<file path="src/rtl/hazard_ctrl.sv">
// hazard_ctrl: pipeline sequencing controller for the 5-stage core.
//  - Register scoreboard of in-flight writes; stalls ID on RAW hazards.
//  - Injects FLUSH_CYCLES bubbles after a taken branch/jump resolved in EX.
//  - Freezes the whole pipeline while data memory holds off a request.
// Build option: define PAK_FWD_EN when the EX/MEM forwarding paths exist.
// Only loads are then tracked in the scoreboard. Otherwise every
// register-writing instruction is tracked.
module hazard_ctrl #(
  parameter int NUM_REGS     = 32,
  parameter int FLUSH_CYCLES = 2
) (
  input  logic       clk,
  input  logic       rst,
  input  logic       id_valid,
  input  logic [4:0] id_rs1,
  input  logic [4:0] id_rs2,
  input  logic       id_rs1_used,
  input  logic       id_rs2_used,
  input  logic [4:0] id_rd,
  input  logic       id_rf_en,
  input  logic       id_is_load,
  input  logic       ex_redirect,
  input  logic       dmem_req,
  input  logic       dmem_gnt,
  input  logic       wb_rf_en,
  input  logic [4:0] wb_rd,
  output logic       pc_en,
  output logic       ifid_en,
  output logic       ifid_flush,
  output logic       idex_flush,
  output logic       pipe_en,
  output logic       id_issue
);

  typedef enum logic [1:0] {
    RUN     = 2'd0,
    FLUSH   = 2'd1,
    MEMWAIT = 2'd2
  } state_t;

  localparam logic [1:0] FLUSH_INIT = 2'(FLUSH_CYCLES - 1);

  state_t              state_q, state_d;
  state_t              saved_q, saved_d;
  state_t              eff_state;
  logic [1:0]          flush_cnt_q, flush_cnt_d;
  logic [NUM_REGS-1:0] busy_q, busy_d;
  logic                mem_wait;
  logic                hazard;
  logic                tracked;
  logic                issue_wr;

`ifdef PAK_FWD_EN
  // ALU results are forwarded; only load results arrive too late to bypass.
  assign tracked = id_is_load;
`else
  // Without forwarding every writer must reach WB before a consumer reads.
  assign tracked = 1'b1;
  logic unused_is_load;
  assign unused_is_load = id_is_load;
`endif

  // Scoreboard lookup; x0 and registers beyond NUM_REGS never report busy.
  function automatic logic reg_busy(input logic [NUM_REGS-1:0] b,
                                    input logic [4:0]          r);
    logic hit;
    hit = 1'b0;
    for (int i = 1; i < NUM_REGS; i++) begin
      if (r == 5'(i)) hit = b[i];
    end
    return hit;
  endfunction

  assign mem_wait = dmem_req & ~dmem_gnt;
  assign hazard   = id_valid & ((id_rs1_used & reg_busy(busy_q, id_rs1)) |
                                (id_rs2_used & reg_busy(busy_q, id_rs2)));
  // While frozen the controller remembers where it was. On the grant cycle it
  // acts as that saved state so the pipeline advances immediately.
  assign eff_state = (state_q == MEMWAIT) ? saved_q : state_q;
  assign issue_wr  = id_issue & id_rf_en & tracked;

  // Next-state and pipeline control, priority rst > mem_wait > flush > hazard.
  always_comb begin
    // NOTE: every signal assigned here gets a default first, so no path can
    // leave one unassigned and infer a latch.
    state_d     = state_q;
    saved_d     = saved_q;
    flush_cnt_d = flush_cnt_q;
    pc_en       = 1'b1;
    ifid_en     = 1'b1;
    ifid_flush  = 1'b0;
    idex_flush  = 1'b0;
    pipe_en     = 1'b1;
    id_issue    = 1'b0;

    if (rst) begin
      pc_en      = 1'b0;
      ifid_en    = 1'b0;
      ifid_flush = 1'b1;
      idex_flush = 1'b1;
      pipe_en    = 1'b0;
    end else if (mem_wait) begin
      pc_en   = 1'b0;
      ifid_en = 1'b0;
      pipe_en = 1'b0;
      state_d = MEMWAIT;
      if (state_q != MEMWAIT) saved_d = state_q;
    end else begin
      case (eff_state)
        FLUSH: begin
          // EX holds only bubbles here, so a redirect cannot be real.
          ifid_flush  = 1'b1;
          idex_flush  = 1'b1;
          flush_cnt_d = flush_cnt_q - 2'd1;
          state_d     = (flush_cnt_q <= 2'd1) ? RUN : FLUSH;
        end
        default: begin
          if (ex_redirect) begin
            // Redirect wins over a hazard; the stalled ID instruction is dropped.
            ifid_flush  = 1'b1;
            idex_flush  = 1'b1;
            flush_cnt_d = FLUSH_INIT;
            state_d     = (FLUSH_INIT != 2'd0) ? FLUSH : RUN;
          end else if (hazard) begin
            pc_en      = 1'b0;
            ifid_en    = 1'b0;
            idex_flush = 1'b1;
            state_d    = RUN;
          end else begin
            id_issue = id_valid;
            state_d  = RUN;
          end
        end
      endcase
    end
  end

  // Scoreboard next value: WB clears, a new writer in the same cycle re-sets.
  always_comb begin
    busy_d    = busy_q;
    busy_d[0] = 1'b0;
    for (int i = 1; i < NUM_REGS; i++) begin
      busy_d[i] = (issue_wr & (id_rd == 5'(i))) |
                  (busy_q[i] & ~(wb_rf_en & ~mem_wait & (wb_rd == 5'(i))));
    end
  end

  // State, flush counter and scoreboard registers.
  always_ff @(posedge clk) begin
    // NOTE: sequential state uses non-blocking assignments so every register
    // samples the pre-edge values regardless of statement order.
    if (rst) begin
      state_q     <= RUN;
      saved_q     <= RUN;
      flush_cnt_q <= 2'd0;
      // NOTE: the scoreboard is a handful of flops, not a RAM, and it must be
      // cleared: a stale busy bit after reset would stall ID forever.
      busy_q      <= '0;
    end else begin
      state_q     <= state_d;
      saved_q     <= saved_d;
      flush_cnt_q <= flush_cnt_d;
      busy_q      <= busy_d;
    end
  end

endmodule

</file>
<file path="config.mk">
export PLATFORM = sky130hd
export DESIGN_NAME = hazard_ctrl
export DESIGN_NICKNAME = d
export VERILOG_FILES = /design/src/rtl/hazard_ctrl.sv
export SDC_FILE = /design/constraint.sdc
export NUM_CORES = 1
export LEC_CHECK = 0
export CORE_MARGIN = 8
export CORE_UTILIZATION = 45
export DETAILED_ROUTE_END_ITERATION = 7
export GPL_TIMING_DRIVEN = 0
export PLACE_DENSITY = 0.67
export SYNTH_ARGS = -nofsm -noshare
export SYNTH_HDL_FRONTEND = slang
export SYNTH_SLANG_ARGS = --single-unit
</file>
<file path="constraint.sdc">
create_clock -name clk -period 4.45 [get_ports clk]
set_input_delay 0.445 -clock clk [delete_from_list [all_inputs] [get_ports clk]]
set_output_delay 0.445 -clock clk [all_outputs]
set_load 0.005 [all_outputs]
</file>
After elaboration in Yosys (flattened, before gate mapping)
Cells that the tools add are included.
Widths: inputs -> output; s select.
{ "totals": {"register_bits": 37, "input_bits": 31, "output_inout_bits": 6, "elab_cells": 392} }
{ "classes": {"n_addsub": 1, "magnitude_cmp": 1, "eq_ne": 127, "mux": 90, "bitwise_logic": 164, "reduce_logical": 4} }
{ "ops": {"columns": ["cell", "n"], "rows": [
  ["$eq 5x5->1 const B", 64],
  ["$eq 5x4->1 const B", 32],
  ["$and 1x1->1", 99],
  ["$mux 1", 86],
  ["$eq 5x3->1 const B", 16],
  ["$eq 5x2->1 const B", 8],
  ["$not 1->1", 33],
  ["$or 1x1->1", 32],
  ["$eq 5x1->1 const B", 4],
  ["$mux 2", 4],
  ["$reduce_and 2->1", 2],
  ["$eq 2x1->1 const B", 1],
  ["$eq 2x2->1 const B", 1],
  ["$le 2x1->1 const B", 1],
  ["$ne 2x2->1 const B", 1],
  ["$reduce_bool 2->1", 1],
  ["$reduce_or 2->1", 1],
  ["$sub 2x1->2 const B", 1]
]} }

Longest topological paths before layout
Gate-level depths: netlist of the first run.
{ "depth": {"ltp_word": 43, "depth_mapped": 12, "depth_no_buf": 7} }

Worst setup path before layout of the first run
Ideal clock, no wire load.
{ "synth_timing": {"kind": "input to output", "startpoint": "input id_rs1[0]", "endpoint": "output pc_en", "arrival_time_ns": 2.855, "t_required_ns": 4.005, "path_slack_ns": 1.150, "cell_stages": 9, "n_path_buf": 3, "cell_sequence": "buf_6 -> mux4_2 -> and3_1 -> or4b_1 -> o32ai_2 -> o31ai_2 -> buf_6 -> a311oi_1 -> buf_4"} }
{ "synth_via": {"elab_chain_cells": 40, "elab_cells_between_ends": 70, "cone_classes": "eq/ne (31); mux (36); bitwise (3)"} }
{ "synth_lines": {"columns": ["element", "line_no", "text"], "rows": [
  ["start: declaration", "15", "input logic [4:0] id_rs1,"],
  ["$eq 5x1->1", "69", "if (r == 5'(i)) hit = b[i];"],
  ["$mux 1 (30 in series)", "69", null],
  ["$mux 1 *", "69", null],
  ["$and 1x1->1 *", "75", "assign hazard = id_valid & ((id_rs1_used & reg_busy(busy_q, id_rs1)) |"],
  ["$or 1x1->1 *", "75", null],
  ["$and 1x1->1 *", "75", null],
  ["$mux 1 * (5 in series)", null, null],
  ["end: declaration", "27", "output logic pc_en,"]
]} }
Mark *: on every way between the ends. The rest lies on a longest branch, timed or not.

Worst setup path after layout of the first run
{ "layout_timing": {"startpoint": "input id_rs1[1]", "endpoint": "output pc_en"} }
{ "layout_via": {"elab_chain_cells": 40, "elab_cells_between_ends": 70, "cone_classes": "eq/ne (31); mux (36); bitwise (3)"} }
{ "layout_lines": {"columns": ["element", "line_no", "text"], "rows": [
  ["$eq 5x1->1", "69", null],
  ["$mux 1 (30 in series)", "69", null],
  ["$mux 1 *", "69", null],
  ["$and 1x1->1 *", "75", null],
  ["$or 1x1->1 *", "75", null],
  ["$and 1x1->1 *", "75", null],
  ["$mux 1 *", "124", "end else if (hazard) begin"],
  ["$mux 1 *", "118", "if (ex_redirect) begin"],
  ["$mux 1 *", "109", "case (eff_state)"],
  ["$mux 1 *", "102", "end else if (mem_wait) begin"],
  ["$mux 1 *", "96", "if (rst) begin"]
]} }
Marks and branches as above.

==> impl_metrics.env, run 1 <==
export IMPL_hold_path_class="register to register"
export IMPL_yosys_warnings=0
export IMPL_first_iter_violations=273
export IMPL_worst_path_stages=13
export IMPL_synthArstFlopShare_pct=0
export IMPL_crit_fanout=10
export IMPL_dr_pass1_iters=5
export IMPL_cp_startpoint="id_rs1[1]"
export IMPL_grtUsageTotal_pct=21.35
export IMPL_wl_per_cell_um=20.26
export IMPL_synth_top_cells_by_area="dfxtp_1, o41ai_1, nand3_1"
export IMPL_p_int_w=0.0006381
export IMPL_slowest_stage="clkdlybuf4s50_1"
export IMPL_clkTransAtPathRegs_ns=0.07
export IMPL_drc=0
export IMPL_vias=3204
export IMPL_hpwlAfterDp_mm=7.244
export IMPL_cts_tree="done"
export IMPL_arrival_ns=3.83
export IMPL_grt_overflow=0
export IMPL_outcome="finished, final reports clean"
export IMPL_fp_row_count=28
export IMPL_cts_made_buffers=5
export IMPL_dieWidth_um=94.53
export IMPL_drive_gt1_share_pct=8.933
export IMPL_synth_cell_types=56
export IMPL_timing_fmax_ghz=0.2341
export IMPL_crit_top_cell="clkdlybuf4s50_1"
export IMPL_clock_sinks=37
export IMPL_vias_per_cell=6.703
export IMPL_fin_setup_tns_ns=0
export IMPL_core_um2=5956
export IMPL_placed_cells=467
export IMPL_synth_edf_count=0
export IMPL_path_delay_family="buffers and inverters"
export IMPL_stdcell_count=478
export IMPL_timing_rr_start="busy_q[28]$_SDFF_PP0_"
export IMPL_grt_max_degree=13
export IMPL_wirelength_mm=9.684
export IMPL_peakVddDrop_mv=0.2471
export IMPL_critPathCapture="pc_en"
export IMPL_final_common_cell="dfxtp_1"
export IMPL_cts_max_path_buffers=2
export IMPL_reg2reg_to="busy_q[14]$_SDFF_PP0_"
export IMPL_avgSynthCellArea_um2=7.730
export IMPL_reg2reg_depth=8
export IMPL_syn_cell_area_um2=2775
export IMPL_crit_path_start_kind="input pin"
export IMPL_r2r_setup_slack_ns=1.40
export IMPL_ctsHtreeMaxLevel=2
export IMPL_mostFrequentLayoutCells="dfxtp_1, clkdlybuf4s50_1, nand2_1"
export IMPL_cap_viol_max_count=0
export IMPL_worstPathRequired_ns=4.01
export IMPL_worstSetupPathType="input pin to output pin"
export IMPL_end_kind="output pin"
export IMPL_slew_violations=0
export IMPL_worst_pin_slew_ns=0.5964
export IMPL_p_leak_nw=1.108
export IMPL_antenna_found_initial=0
export IMPL_fin_crit_sh_pct=96.01
export IMPL_pwr_share_clk_pct=39.6
export IMPL_hold_viol_final=0
export IMPL_die_h_um=94.53
export IMPL_ant_nets=0
export IMPL_pwr_share_comb_pct=22.0
export IMPL_die_area_um2=8936
export IMPL_grt_pass1_wl_mm=15.24
export IMPL_io_pins=37
export IMPL_min_period_ns=4.272
export IMPL_max_stage_delay_ns=0.54
export IMPL_critical_path_buf_inv_count=7
export IMPL_synth_seq_area_share_pct=26.69
export IMPL_grt_pass1_vias=2923
export IMPL_n_antenna_cell=0
export IMPL_synth_nets=391
export IMPL_seqPwrFrac_pct=38.4
export IMPL_fin_nets=434
export IMPL_place_congestion=0.9658
export IMPL_clk_latency_ns=0.29
export IMPL_hold_buffers=0
export IMPL_switchingPower_w=0.0002370
export IMPL_crit_chain="clkdlybuf4s50_1, clkbuf_2, clkbuf_4, inv_1, a221oi_1, o32a_1, o21ai_0, o32ai_2, o31ai_4, buf_6, a311oi_2, buf_4, clkdlybuf4s50_1"
export IMPL_rsz0062_at_grt="no"
export IMPL_skew_ns=0.005489
export IMPL_power_density_nw_per_um2=257.3
export IMPL_setup_viol_count_final=0
export IMPL_synthCells=359
export IMPL_root_buffer="clkbuf_8"
export IMPL_synth_flop_cell="dfxtp_1"
export IMPL_synth_top_cell_by_area="dfxtp_1"
export IMPL_synthDominantCellAreaShare_pct=26.69
export IMPL_fillCellCount=564
export IMPL_synth_ff_latch_count=37
export IMPL_syn_to_final_growth_pct=22.54
export IMPL_max_slew_margin_pct=60.15
export IMPL_timing_hold_ws_ns=0.4841
export IMPL_io_buffers=33
export IMPL_p_sw_share_pct=27.08
export IMPL_floorplan_initialDensity_pct=46.60
worst min path at each step:
stage                               to  slack (ns)  depth (start not counted)               startpoint
2_1_floorplan  saved_q[1]$_SDFFE_PP0P_        0.44                          2  saved_q[1]$_SDFFE_PP0P_
6_report       saved_q[0]$_SDFFE_PP0P_        0.48                          2  saved_q[0]$_SDFFE_PP0P_
3_5_place_dp   saved_q[0]$_SDFFE_PP0P_        0.47                          2  saved_q[0]$_SDFFE_PP0P_
5_1_grt        saved_q[0]$_SDFFE_PP0P_        0.51                          2  saved_q[0]$_SDFFE_PP0P_
3_3_place_gp   saved_q[1]$_SDFFE_PP0P_        0.46                          2  saved_q[1]$_SDFFE_PP0P_
4_1_cts        saved_q[0]$_SDFFE_PP0P_        0.48                          2  saved_q[0]$_SDFFE_PP0P_
cells by family after synthesis:
kind of cell	Yosys count	synth area share (%)
muxes	8	3.923
adders and majority gates	1	0.4508
and+or+nand+nor	156	30.07
buffers and inverters	38	6.402
DFF	37	26.69
AOI/OAI and AO/OA	119	32.46
power by group through the flow:
stage	clock network [W]	logic, W	registers, W
after floorplan	0	0.000107	0.000343
after global routing	0.000358	0.000209	0.000337
final	0.000346	0.000193	0.000336
after detailed placement	0	0.000177	0.000344
after global placement	0	0.000177	0.000344
after CTS	0.000343	0.000179	0.000336
cell type report:
cell class	instances	area [um2]	share of cell area (%)
clock inverters	3	65.06	1.913
clock buffers	5	68.82	2.024
plain buffers	27	150.1	4.415
repair buffers	36	352.8	10.38
inverters	11	41.29	1.214
multi-input cells	284	1888	55.52
flip-flops and latches	37	740.7	21.78
well taps	75	93.84	2.759
cell usage after synthesis (6+ instances only):
| library cell | number |
|---|---|
| a21oi_1 | 14 |
| clkbuf_1 | 21 |
| dfxtp_1 | 37 |
| inv_1 | 10 |
| mux2i_1 | 6 |
| nand2_1 | 32 |
| nand2b_1 | 11 |
| nand3_1 | 31 |
| nand3b_1 | 6 |
| nor2_1 | 27 |
| nor2b_1 | 20 |
| o211ai_1 | 15 |
| o21ai_0 | 20 |
| o41ai_1 | 30 |
metal layers:
layer / part of all wire, % / track usage [%] / vias to the layer above
met5: 0 / 0 / -
met1: 42 / 27.65 / 1469
met2: 45 / 34.07 / 214
li1: - / - / 1490
met3: 9.4 / 4.206 / 31
met4: 3.7 / 8.322 / 0
worst min-delay path, stage by stage (launching register included):
cell and delay [ns]:
dfxtp_1 0.31, o21ai_0 0.07, a21oi_1 0.06
registers in the layout, summed over array words and instances, names as in the netlist:
name	flops
state_q	2
saved_q	2
busy_q	31
flush_cnt_q	2
through the flow:
stage / util [%] / power (W) / setup slack (ns) / area, um2
2_1_floorplan: - / 0.0004497 / 1.150 / 2775
3_3_place_gp: 53.72 / 0.0005206 / -0.2268 / 3199
3_5_place_dp: 53.72 / 0.0005206 / -0.1946 / 3199
4_1_cts: 56.07 / 0.0008576 / 0.007151 / 3339
5_1_grt: 57.10 / 0.0009032 / 0.004062 / 3401
6_report: 57.10 / 0.0008751 / 0.1776 / 3401
timing repair:
action,4_1_cts,5_1_grt
buffers inserted,0,3
pin swaps,0,1
endpoints found under the hold margin,0,0
setup endpoints to repair,2,4
resized for setup,4,21
Note: power is estimated with default switching activity, not from simulation.
==> inputs of run 2 (changes only) <==
- DONT_BUFFER_PORTS: not set -> 1
- PLACE_DENSITY: 0.67 -> not set
- clock period: 4.45 -> 5.39 ns (I/O delays scaled with it)
==> impl_metrics.env, run 2 (synthesis results as in run 1) <==
export IMPL_first_iter_violations=205
export IMPL_drive_gt1_share_pct=5.450
export IMPL_skew_ns=0.01019
export IMPL_cts_made_buffers=5
export IMPL_final_common_cell="dfxtp_1"
export IMPL_placed_cells=434
export IMPL_drc=0
export IMPL_fin_nets=398
export IMPL_cap_viol_max_count=0
export IMPL_dieWidth_um=94.53
export IMPL_rsz0062_at_grt="no"
export IMPL_io_pins=37
export IMPL_reg2reg_depth=7
export IMPL_max_slew_margin_pct=40.74
export IMPL_vias_per_cell=6.880
export IMPL_grt_overflow=0
export IMPL_crit_chain="buf_6, clkbuf_1, clkbuf_1, o21ai_0, o2111ai_1, a21oi_1, o32ai_2, o31ai_2, buf_6, a311oi_1, buf_4"
export IMPL_place_congestion=0.8911
export IMPL_worstPathRequired_ns=4.85
export IMPL_r2r_setup_slack_ns=2.44
export IMPL_die_h_um=94.53
export IMPL_wl_per_cell_um=21.54
export IMPL_largest_reg_flops=31
export IMPL_floorplan_initialDensity_pct=46.60
export IMPL_grt_pass1_vias=2844
export IMPL_max_stage_delay_ns=0.45
export IMPL_slew_violations=0
export IMPL_p_leak_nw=0.9269
export IMPL_hold_viol_final=0
export IMPL_antenna_found_initial=0
export IMPL_hold_buffers=0
export IMPL_power_density_nw_per_um2=227.7
export IMPL_crit_path_start_kind="input pin"
export IMPL_timing_rr_start="busy_q[28]$_SDFF_PP0_"
export IMPL_peakVddDrop_mv=0.1363
export IMPL_postCtsSetupBuffers=0
export IMPL_mostFrequentLayoutCells="dfxtp_1, nand2_1, nand3_1"
export IMPL_end_kind="output pin"
export IMPL_fin_setup_tns_ns=0
export IMPL_io_buffers=0
export IMPL_outcome="finished, final reports clean"
export IMPL_dr_pass1_iters=5
export IMPL_n_antenna_cell=0
export IMPL_stdcell_count=442
export IMPL_slowest_stage="clkbuf_1"
export IMPL_setup_viol_count_final=0
export IMPL_ant_nets=0
export IMPL_grt_pass1_wl_mm=14.81
export IMPL_clkTransAtPathRegs_ns=0.08
export IMPL_worst_pin_slew_ns=0.8836
export IMPL_root_buffer="clkbuf_8"
export IMPL_min_to="state_q[0]$_SDFF_PN0_"
export IMPL_cts_max_path_buffers=2
export IMPL_fp_row_count=28
export IMPL_grtUsageTotal_pct=21.01
export IMPL_timing_hold_ws_ns=0.4537
export IMPL_hold_depth=2
export IMPL_min_period_ns=3.872
export IMPL_wirelength_mm=9.522
export IMPL_clk_latency_ns=0.30
export IMPL_top_register="busy_q"
export IMPL_arrival_ns=3.33
export IMPL_hpwlAfterDp_mm=7.294
export IMPL_core_um2=5956
export IMPL_post_cts_resized=0
export IMPL_fin_crit_sh_pct=71.84
export IMPL_timing_hold_worst_start="ex_redirect"
export IMPL_cts_tree="done"
export IMPL_grt_max_degree=13
export IMPL_worstSetupPathType="input pin to output pin"
export IMPL_vias=3041
export IMPL_timing_fmax_ghz=0.2582
export IMPL_crit_fanout=10
export IMPL_hold_path_class="input pin to register"
export IMPL_syn_to_final_growth_pct=8.206
export IMPL_ctsHtreeMaxLevel=2
export IMPL_die_area_um2=8936
export IMPL_reg2reg_to="busy_q[18]$_SDFF_PP0_"
export IMPL_clock_sinks=37
[run 2: cell types whose count changed in the layout (fill, tap and decap cells not counted), sizes merged]
cell / delta
clkdlybuf4s50: -33
clkbuf: +1
buf: -4
[run 2: worst max path at each step]
stage / from / end / slack, ns / depth (start not counted)
global placement: id_rs1[0] / pc_en / 1.51 / 9
detailed placement: id_rs1[0] / pc_en / 1.53 / 9
global route: id_rs2[0] / pc_en / 1.29 / 10
floorplan: id_rs1[0] / pc_en / 1.90 / 9
CTS: id_rs1[0] / pc_en / 1.52 / 9
finish: id_rs1[0] / pc_en / 1.52 / 11
[run 2: metal layers]
metal	up-vias	routed length (um)	GRT usage (%)	share of wire (%)
li1	1414	-	-	-
met5	-	0	0	0
met2	147	4382	33.55	46
met4	0	299	9.493	3.1
met3	21	713	4.286	7.5
met1	1459	4125	26.63	43
[run 2: per-stage QoR]
| stage | instance area (um2) | utilization (%) | total power [W] | setup slack, ns |
|---|---|---|---|---|
| detailed placement | 2869 | 48.17 | 0.0003979 | 1.526 |
| floorplan | 2775 | - | 0.0003713 | 1.902 |
| finish | 3003 | 50.42 | 0.0006838 | 1.518 |
| CTS | 3003 | 50.42 | 0.0006791 | 1.519 |
| global route | 3003 | 50.42 | 0.0007020 | 1.287 |
| global placement | 2869 | 48.17 | 0.0003972 | 1.511 |
[run 2: report_power, final]
| group | switching [W] | internal, W | total [W] |
|---|---|---|---|
| Sequential | 0.00000195 | 0.000276 | 0.000278 |
| Combinational | 0.0000774 | 0.0000393 | 0.000117 |
| Clock | 0.000106 | 0.000184 | 0.000290 |
| Total | 0.000185 | 0.000499 | 0.000684 |
[run 2: cell type report]
cell class	instances	area, um2
sequential	37	740.7
fill	617	2953
clock inverter	3	65.06
multi-input combinational	284	1857
clock buffer	5	68.82
inverter	11	41.29
tap	75	93.84
buffer	27	136.4
[run 2: worst max-delay path: cells and delay by family]
kind	cells	cell delay [ns]
AO/OA/AOI/OAI	6	1.49
buffers and inverters	5	1.32
==> inputs of run 3 (changes only) <==
- clock period: 5.39 -> 3.7 ns (I/O delays scaled with it)
==> impl_metrics.env, run 3 (synthesis results as in run 1) <==
export IMPL_crit_path_start_kind="register"
export IMPL_setup_ws_ns=0.1248
export IMPL_post_dp_cell_area_um2=2869
export IMPL_reg2reg_depth=7
export IMPL_crit_chain="mux4_2, and3_1, or4b_1, o32ai_2, o31ai_2, buf_6, a311oi_2, buf_4"
export IMPL_final_common_cell="dfxtp_1"
export IMPL_vias_per_cell=6.946
export IMPL_mostFrequentLayoutCells="dfxtp_1, nand2_1, nand3_1"
export IMPL_ctsHtreeMaxLevel=2
export IMPL_slowest_stage="or4b_1"
export IMPL_antenna_found_initial=0
export IMPL_fp_row_count=28
export IMPL_slew_violations=0
export IMPL_dr_pass1_iters=4
export IMPL_syn_to_final_growth_pct=8.476
export IMPL_worstPathRequired_ns=3.33
export IMPL_end_kind="output pin"
export IMPL_hold_viol_final=0
export IMPL_critical_path_buf_inv_count=2
export IMPL_wl_per_cell_um=21.46
export IMPL_floorplan_initialDensity_pct=46.60
export IMPL_seq_area_um2=740.7
export IMPL_core_um2=5956
export IMPL_die_area_um2=8936
export IMPL_io_pins=37
export IMPL_io_buffers=0
export IMPL_outcome="finished, final reports clean"
export IMPL_drc=0
export IMPL_worst_pin_slew_ns=0.8656
export IMPL_max_stage_delay_ns=0.54
export IMPL_fin_setup_tns_ns=0
export IMPL_worstSetupPathType="register to output pin"
export IMPL_p_leak_nw=0.9280
export IMPL_vias=3070
export IMPL_cts_max_path_buffers=2
export IMPL_arrival_ns=3.21
export IMPL_fillCellCount=615
export IMPL_setup_viol_count_final=0
export IMPL_wirelength_mm=9.485
export IMPL_stdcell_count=442
export IMPL_grt_max_degree=13
export IMPL_multiInputGateArea_um2=1864
export IMPL_ant_nets=0
export IMPL_placed_cells=434
export IMPL_fin_nets=398
export IMPL_grt_pass1_wl_mm=14.81
export IMPL_hold_depth=2
export IMPL_top_register="busy_q"
export IMPL_crit_fanout=10
export IMPL_fin_area_um2=3010
export IMPL_first_iter_violations=233
export IMPL_n_antenna_cell=0
export IMPL_hold_path_class="input pin to register"
export IMPL_drive_gt1_share_pct=5.722
export IMPL_skew_ns=0.006758
export IMPL_place_ws_ns=0.1737
export IMPL_cap_viol_max_count=0
export IMPL_root_buffer="clkbuf_8"
export IMPL_die_h_um=94.53
export IMPL_cts_tree="done"
export IMPL_grtUsageTotal_pct=21.01
export IMPL_worst_path_stages=8
export IMPL_rsz0062_at_grt="no"
export IMPL_fin_crit_sh_pct=96.63
export IMPL_power_density_nw_per_um2=330.8
export IMPL_place_congestion=0.8911
export IMPL_clk_latency_ns=0.30
export IMPL_cts_made_buffers=5
export IMPL_dieWidth_um=94.53
export IMPL_grt_overflow=0
export IMPL_clkTransAtPathRegs_ns=0.08
export IMPL_largest_reg_flops=31
export IMPL_hpwlAfterDp_mm=7.294
export IMPL_peakVddDrop_mv=0.2004
export IMPL_timing_fmax_ghz=0.2797
export IMPL_clock_sinks=37
export IMPL_max_slew_margin_pct=41.95
export IMPL_grt_pass1_vias=2844
export IMPL_min_period_ns=3.575
export IMPL_path_delay_family="compound AO/OA/AOI/OAI gates"
export IMPL_postCtsSetupBuffers=0
[run 3: cell count changes in the layout (fill, tap and decap cells not counted)]
cell and delta:
a311oi_2 +1, a2111oi_1 +1, a311oi_1 -1, a2111oi_0 -1
[run 3: worst paths after layout]
check / from / to / slack (ns)
max: busy_q[28]$_SDFF_PP0_ / pc_en / 0.12
min: ex_redirect / state_q[0]$_SDFF_PN0_ / 0.28
max reg2reg: busy_q[28]$_SDFF_PP0_ / busy_q[18]$_SDFF_PP0_ / 0.75
min reg2reg: saved_q[0]$_SDFFE_PP0P_ / saved_q[0]$_SDFFE_PP0P_ / 0.48
[run 3: stage by stage]
step	total power, W	util, %	hold WS (ns)
2_1_floorplan	0.0005408	-	0.4444
3_3_place_gp	0.0005786	48.17	0.4621
3_5_place_dp	0.0005797	48.17	0.4665
4_1_cts	0.0009892	50.42	0.2877
5_1_grt	0.001024	50.55	0.2924
6_report	0.0009958	50.55	0.2842
[run 3: final cells by class]
class	instances	area share (%)
buffer	27	4.530
tap	75	3.117
sequential	37	24.61
clock inverter	3	2.161
multi-input combinational	284	61.93
inverter	11	1.372
clock buffer	5	2.286
[run 3: metal layers]
metal / share of wire [%] / GRT usage [%] / wire (um) / vias up
met5: 0 / 0 / 0 / -
met4: 3.3 / 9.493 / 317 / 0
met2: 46 / 33.55 / 4326 / 160
met1: 43 / 26.63 / 4056 / 1463
li1: - / - / - / 1422
met3: 8.3 / 4.286 / 785 / 25
[run 3: worst register-to-register path: cells and delay by family, from the launching register on]
| family | cells | cell delay [ns] |
|---|---|---|
| AO/OA/AOI/OAI | 3 | 0.99 |
| AND/OR/NAND/NOR | 2 | 0.75 |
| buffers and inverters | 1 | 0.23 |
| multiplexers | 1 | 0.49 |
| flip-flops | 1 | 0.38 |
[run 3: repair_timing]
action	4_1_cts	5_1_grt
hold endpoints to repair	0	0
resized for setup	0	2
hold buffers	0	0
endpoints found under the setup margin	0	1
[run 3: report_power, final]
group          switching [W]  total (W)  internal (W)
Sequential        0.00000289   0.000404      0.000401
Combinational       0.000113   0.000171     0.0000578
Clock               0.000153   0.000420      0.000268
Total               0.000269   0.000996      0.000727
